===== src/rtl/fir_cb_sequencer.sv =====
// ============================================================================
//  fir_cb_sequencer : write/read-sweep sequencer for the FIR circular buffer
//  Optional build macro: CB_OVERRUN_EN (sticky dropped-sample flag)
//  Revision: 1.0
// ============================================================================
`default_nettype none

module fir_cb_sequencer #(
  parameter int ADDR_W = 11,
  parameter int NREADS = 2048,
  parameter int RD_LAT = 2,
  parameter int DATA_W = 18
) (
  input  logic              clock,
  input  logic              reset,
  input  logic              x_stb,
  input  logic [DATA_W-1:0] xin,
  output logic [DATA_W-1:0] cb_din,
  output logic              cb_wen,
  output logic [ADDR_W-1:0] cb_addr,
  output logic [ADDR_W-1:0] coef_addr,
  output logic              mac_en,
  output logic              mac_first,
  output logic              mac_last,
  output logic              busy,
  output logic              overrun
);

  localparam int              DRAIN_W = (RD_LAT > 1) ? $clog2(RD_LAT) : 1;
  localparam logic [ADDR_W-1:0]  C_LAST_RD = ADDR_W'(NREADS - 1);
  localparam logic [DRAIN_W-1:0] C_LAST_DR = DRAIN_W'(RD_LAT - 1);
  localparam logic [ADDR_W-1:0]  C_ONE     = ADDR_W'(1);

  typedef enum logic [1:0] {
    S_IDLE  = 2'd0,
    S_WRITE = 2'd1,
    S_READ  = 2'd2,
    S_DRAIN = 2'd3
  } state_t;

  state_t              r_state;
  logic [ADDR_W-1:0]   r_wr_ptr;
  logic [ADDR_W-1:0]   r_rd_cnt;
  logic [DRAIN_W-1:0]  r_drain_cnt;
  logic [RD_LAT-1:0]   r_en_sr;
  logic [RD_LAT-1:0]   r_first_sr;
  logic [RD_LAT-1:0]   r_last_sr;

  logic w_issue;
  logic w_issue_first;
  logic w_issue_last;

  assign w_issue       = (r_state == S_READ);
  assign w_issue_first = w_issue && (r_rd_cnt == '0);
  assign w_issue_last  = w_issue && (r_rd_cnt == C_LAST_RD);

  // MAC strobes are the read-issue tags delayed to match the RAM read latency.
  assign mac_en    = r_en_sr[RD_LAT-1];
  assign mac_first = r_first_sr[RD_LAT-1];
  assign mac_last  = r_last_sr[RD_LAT-1];

  always_ff @(posedge clock) begin
    if (!reset) begin
      r_state     <= S_IDLE;
      r_wr_ptr    <= '0;
      r_rd_cnt    <= '0;
      r_drain_cnt <= '0;
      r_en_sr     <= '0;
      r_first_sr  <= '0;
      r_last_sr   <= '0;
      cb_din      <= '0;
      cb_wen      <= 1'b0;
      cb_addr     <= '0;
      coef_addr   <= '0;
      busy        <= 1'b0;
    end else begin
      for (int i = RD_LAT - 1; i > 0; i--) begin
        r_en_sr[i]    <= r_en_sr[i-1];
        r_first_sr[i] <= r_first_sr[i-1];
        r_last_sr[i]  <= r_last_sr[i-1];
      end
      r_en_sr[0]    <= w_issue;
      r_first_sr[0] <= w_issue_first;
      r_last_sr[0]  <= w_issue_last;

      case (r_state)
        S_IDLE: begin
          cb_wen  <= 1'b0;
          cb_addr <= r_wr_ptr;
          if (x_stb) begin
            r_state <= S_WRITE;
            busy    <= 1'b1;
            cb_din  <= xin;
            cb_wen  <= 1'b1;
          end
        end
        S_WRITE: begin
          // The word just written is the newest; the sweep starts there.
          r_state   <= S_READ;
          cb_wen    <= 1'b0;
          cb_addr   <= r_wr_ptr;
          coef_addr <= '0;
          r_rd_cnt  <= '0;
          r_wr_ptr  <= r_wr_ptr + C_ONE;
        end
        S_READ: begin
          if (r_rd_cnt == C_LAST_RD) begin
            r_state     <= S_DRAIN;
            r_drain_cnt <= '0;
            cb_addr     <= r_wr_ptr;
          end else begin
            r_rd_cnt  <= r_rd_cnt + C_ONE;
            cb_addr   <= cb_addr - C_ONE;
            coef_addr <= r_rd_cnt + C_ONE;
          end
        end
        S_DRAIN: begin
          if (r_drain_cnt == C_LAST_DR) begin
            r_state <= S_IDLE;
            busy    <= 1'b0;
          end else begin
            r_drain_cnt <= r_drain_cnt + DRAIN_W'(1);
          end
        end
        default: begin
          r_state <= S_IDLE;
          busy    <= 1'b0;
        end
      endcase
    end
  end

`ifdef CB_OVERRUN_EN
  always_ff @(posedge clock) begin
    if (!reset) begin
      overrun <= 1'b0;
    end else if (x_stb && (r_state != S_IDLE)) begin
      overrun <= 1'b1;
    end
  end
`else
  assign overrun = 1'b0;
`endif

endmodule

`default_nettype wire


===== config.mk =====
export PLATFORM = sky130hd
export DESIGN_NAME = fir_cb_sequencer
export DESIGN_NICKNAME = d
export VERILOG_FILES = /design/src/rtl/fir_cb_sequencer.sv
export SDC_FILE = /design/constraint.sdc
export NUM_CORES = 1
export LEC_CHECK = 0
export BUFFER_PORTS_ARGS = -buffer_cell sky130_fd_sc_hd__clkbuf_2
export CORE_MARGIN = 1.5
export CORE_UTILIZATION = 40
export CTS_BUF_LIST = sky130_fd_sc_hd__clkbuf_16
export DETAILED_ROUTE_END_ITERATION = 8
export PLACE_DENSITY_LB_ADDON = 0.2
export SETUP_SLACK_MARGIN = 0.05
export SLEW_MARGIN = 20
export SYNTH_ARGS = -nofsm -noshare
export SYNTH_HDL_FRONTEND = slang
export SYNTH_SLANG_ARGS = --single-unit

===== constraint.sdc =====
create_clock -name clock -period 5.2 [get_ports clock]
set_input_delay 0 -clock clock [delete_from_list [all_inputs] [get_ports clock]]
set_output_delay 0 -clock clock [all_outputs]
set_load 0.01 [all_outputs]

==> summary.txt <==
Timing
  – Max-slew violation count: 0
  – Post-route clock period utilization: 43.3%
  – Max Clock Skew: about 0.006 ns
  – Fin. Hold Viols: 0
  – Setup TNS: 0 ns
  – Fin crit period: between 2 and 2.5 ns
  – RSZ-0062 raised after global routing: no
  – Fmax: between 400 and 500 MHz
  – Slew margin rel.: 56.2%
  – Final setup vio count: 0
  – Worst slew pin tran: around 0.65 ns

Flow run
  – Max_cap viols: 0

Pwr
  – Net Sw Frac: between 30% and 40%
  – Pleak: 0.00149 uW
  – VDD IR max: between 150 and 200 uV
  – Sw Pwr: 604 uW
  – Internal power: ~1100 uW
  – PD cells: approximately 470 nW/um2
  – Combinational fraction of design power: ~33%
  – Reg power frac: around 37%
  – Clock power share: between 30% and 40%
  – Tot Pwr: 1690 uW

Yosys
  – Synth Area in XOR/XNOR: 3.46%
  – Avg Cell Area, Syn: about 8.4 um2
  – Cells after Synth: roughly 330
  – Syn Nets: around 360
  – Register area share after synthesis: 44.5%
  – Post-synthesis mux area share: about 2.2%
  – Synthesized area: approximately 2800 um2
  – Number of enable flip-flop cells after synthesis: 0
  – Adder-cell share of the synthesized area: roughly 4.0%
  – Number of distinct library cells after synthesis: 48
  – Largest family of logic cells by synthesized area: simple AND/OR/NAND/NOR gates
  – Compound-Gate Fraction of Synth Area: between 15 and 20%
  – Top FF cell, synth: dfxtp_1
  – Synth Warn #: 0
  – Asr flop ratio synth: 0%
  – Synth Register Bits: between 60 and 70
  – Post-synthesis simple-gate area fraction: between 20 and 30%

Floorplan
  – Top-Level Pins: 67
  – Width of the die: 86.5 um
  – Die Y: ~86 um
  – Die area: roughly 7500 um2
  – Core area: a little under 7000 um2
  – Row count: 30
  – Initial Util: 41.2%

Clock tree
  – Worst-path clk slew: approximately 0.05 ns
  – CTS tree: built
  – CTS sink cnt: 62
  – Resize count post-CTS: 0
  – CTS buffer count: 9
  – H-tree Lvls: 3
  – Bufs on Longest Clock Path: 2
  – Clock Tree Root: clkbuf_16
  – Clk Latency, worst-skew pair: approximately 0.32 ns

Critical path
  – CP peak stage delay: roughly 0.52 ns
  – Cell Chain, Critical Path: inv_1 -> ha_1 -> or3b_1 -> or4_1 -> or4_1 -> a31oi_1
  – CP Buf/Inv Count: 1
  – Crit path kind: register to register
  – Kind of cell adding the most delay to the critical path: simple AND/OR/NAND/NOR gates
  – CP Launch Type: register
  – CP Max Fanout: 7
  – CP required: 5.45 ns
  – Critical path depth in cells: 6
  – CP Capture Type: register
  – FF-to-FF path depth: 6
  – Slowest CP cell: or4_1
  – Most frequent CP cell: or4_1
  – CP arrival: between 2 and 3 ns

Global routing
  – Number of global-route vias before repair: ~2300
  – First-pass GRT wire length: ~11000 um
  – Grt total ovfl: 0
  – Overall routing resource usage: 19.0%
  – Initial antenna violation count: 0
  – Largest net degree at the start of global routing: 38

Final layout
  – Storage cell area: ~1200 um2
  – Final nets: 442
  – Ant diodes: 0
  – Area occupied by multi-input gates: between 1000 and 1500 um2
  – Share of layout cells above drive strength 1: just over 20%
  – Area Growth Syn to Fin: 29.3%
  – Fill cells: about 630

Place
  – HPWL after detailed placement: approximately 4400 um
  – Routability cong.: between 0.7 and 0.8
  – Port Buffers: 65

Worst hold path
  – Worst min path class: input port to register
  – Hold-critical path depth: 4

Detailed routing
  – Detail Route Antenna Nets: 0
  – Via count: ~2700
  – DRT Pass-1 Iters: 4
  – DRT iter0 DRCs: between 150 and 200
  – # DRC: 0
  – Vias/cell: between 5 and 6
  – Routed length per instance: around 14 um
  – Total wire length: roughly 6900 um

Status
  – Status: finished clean
## registers in the layout (all words and copies together) (netlist names)
register and flops:
cb_din 18, cb_wen 1, r_rd_cnt 11, r_first_sr 2, busy 1, r_en_sr 2, r_last_sr 2, cb_addr 11
r_wr_ptr 11, r_drain_cnt 1, r_state 2
## metrics by stage
stage          util, %  setup WS (ns)  area, um2  cells  hold WS (ns)
6_report          53.3           2.95       3600    497        0.0292
5_1_grt           53.3           2.84       3600    497        0.0639
4_1_cts           53.3           2.96       3600    497        0.0186
3_5_place_dp      46.8           2.97       3160    463         0.229
3_3_place_gp      46.8           3.05       3160    463         0.223
2_1_floorplan        -           3.04       2790    333         0.128
## synthesized netlist by cell type, drive strengths merged, types with 2 or more instances
master	count	share of area [%]
nand4	10	2.2
or4	7	2.0
a31oi	8	1.8
o21ai	6	1.1
or3	2	0.45
xnor2	4	1.3
nor3	10	1.8
nor2	22	3.0
inv	15	2.0
and4	5	1.6
ha	9	4.0
and2	5	1.1
o31ai	4	1.1
dfxtp	62	45
and3	6	1.3
a21oi	31	5.6
nand2b	2	0.45
xor2	7	2.2
a311oi	2	0.63
a2111oi	2	0.63
nor4	6	1.3
buf	4	0.76
nand3	11	2.0
o32ai	2	0.63
nand2	50	6.7
mux2i	6	2.2
o2111ai	2	0.63
o211ai	3	0.81
clkbuf	15	2.0
## cell usage in the layout (no fill, tap or decap), types with 3 or more instances in the layout
master         count
nand2_1           50
and2_1             5
o31ai_1            4
clkbuf_2          65
dfxtp_1           62
dlygate4sd3_1     18
xnor2_1            4
inv_1             17
xor2_1             7
mux2i_1            6
and4_1             5
or4_1              6
nor3_1            10
clkinv_2           3
and3_1             6
ha_1               9
buf_4              4
nor4_1             6
a31oi_1            8
o211ai_1           3
a21oi_1           31
clkbuf_16          9
nand4_1           10
nand3_1           11
nor2_1            22
o21ai_0            5
## repair_timing
action / CTS / global route
hold buffers: 18 / 0
setup buffers: 0 / 0
hold endpoints to repair: 18 / 0
## power groups by stage
| stage | Combinational, uW | Sequential [uW] | Clock, uW |
|---|---|---|---|
| floorplan | 363 | 639 | 0 |
| global placement | 533 | 619 | 0 |
| finish | 552 | 616 | 518 |
| CTS | 549 | 615 | 530 |
| global route | 615 | 627 | 551 |
| detailed placement | 534 | 624 | 0 |
## routing by layer
metal  global-route usage, %  vias up  share of wire, %  wire length [um]
met5                       0        -                 0                 0
met4                    7.04        0               1.4                98
met2                    28.5       57                45              3100
met1                    26.3     1233                50              3440
met3                    5.14        8               3.6               251
li1                        -     1356                 -                 -
## area by class of cell
class | instances | area share [%]
clock inverter | 7 | 0.937
sequential | 62 | 34.4
tap | 80 | 2.78
inverter | 16 | 1.67
clock buffer | 9 | 6.25
timing repair buffer | 87 | 14.9
multi-input combinational | 236 | 39.1
## worst register-to-register path, cell delays in order (launching register included)
cell and delay (ns):
dfxtp_1 0.34, inv_1 0.11, ha_1 0.18, or3b_1 0.46, or4_1 0.52, or4_1 0.41
a31oi_1 0.16
## final timing paths
path / start / end / slack [ns]
setup / recovery: cb_addr[0] / cb_addr[10] / 2.95
hold / removal: x_stb / busy / 0.03
setup reg to reg: cb_addr[0] / cb_addr[10] / 2.95
hold reg to reg: r_en_sr[0] / r_en_sr[1] / 0.43
## logic make-up (layout without fill, tap and decap cells)
group | Yosys count | in the layout
multiplexers | 6 | 6
XOR/XNOR | 11 | 11
adder cells (fa/ha/maj) | 9 | 9
AO/OA/AOI/OAI | 69 | 69
other | 1 | 1
buffers and inverters | 35 | 119
flip-flops | 62 | 62
AND/OR/NAND/NOR | 140 | 140
No activity file was read; power rests on OpenSTA's default activity.
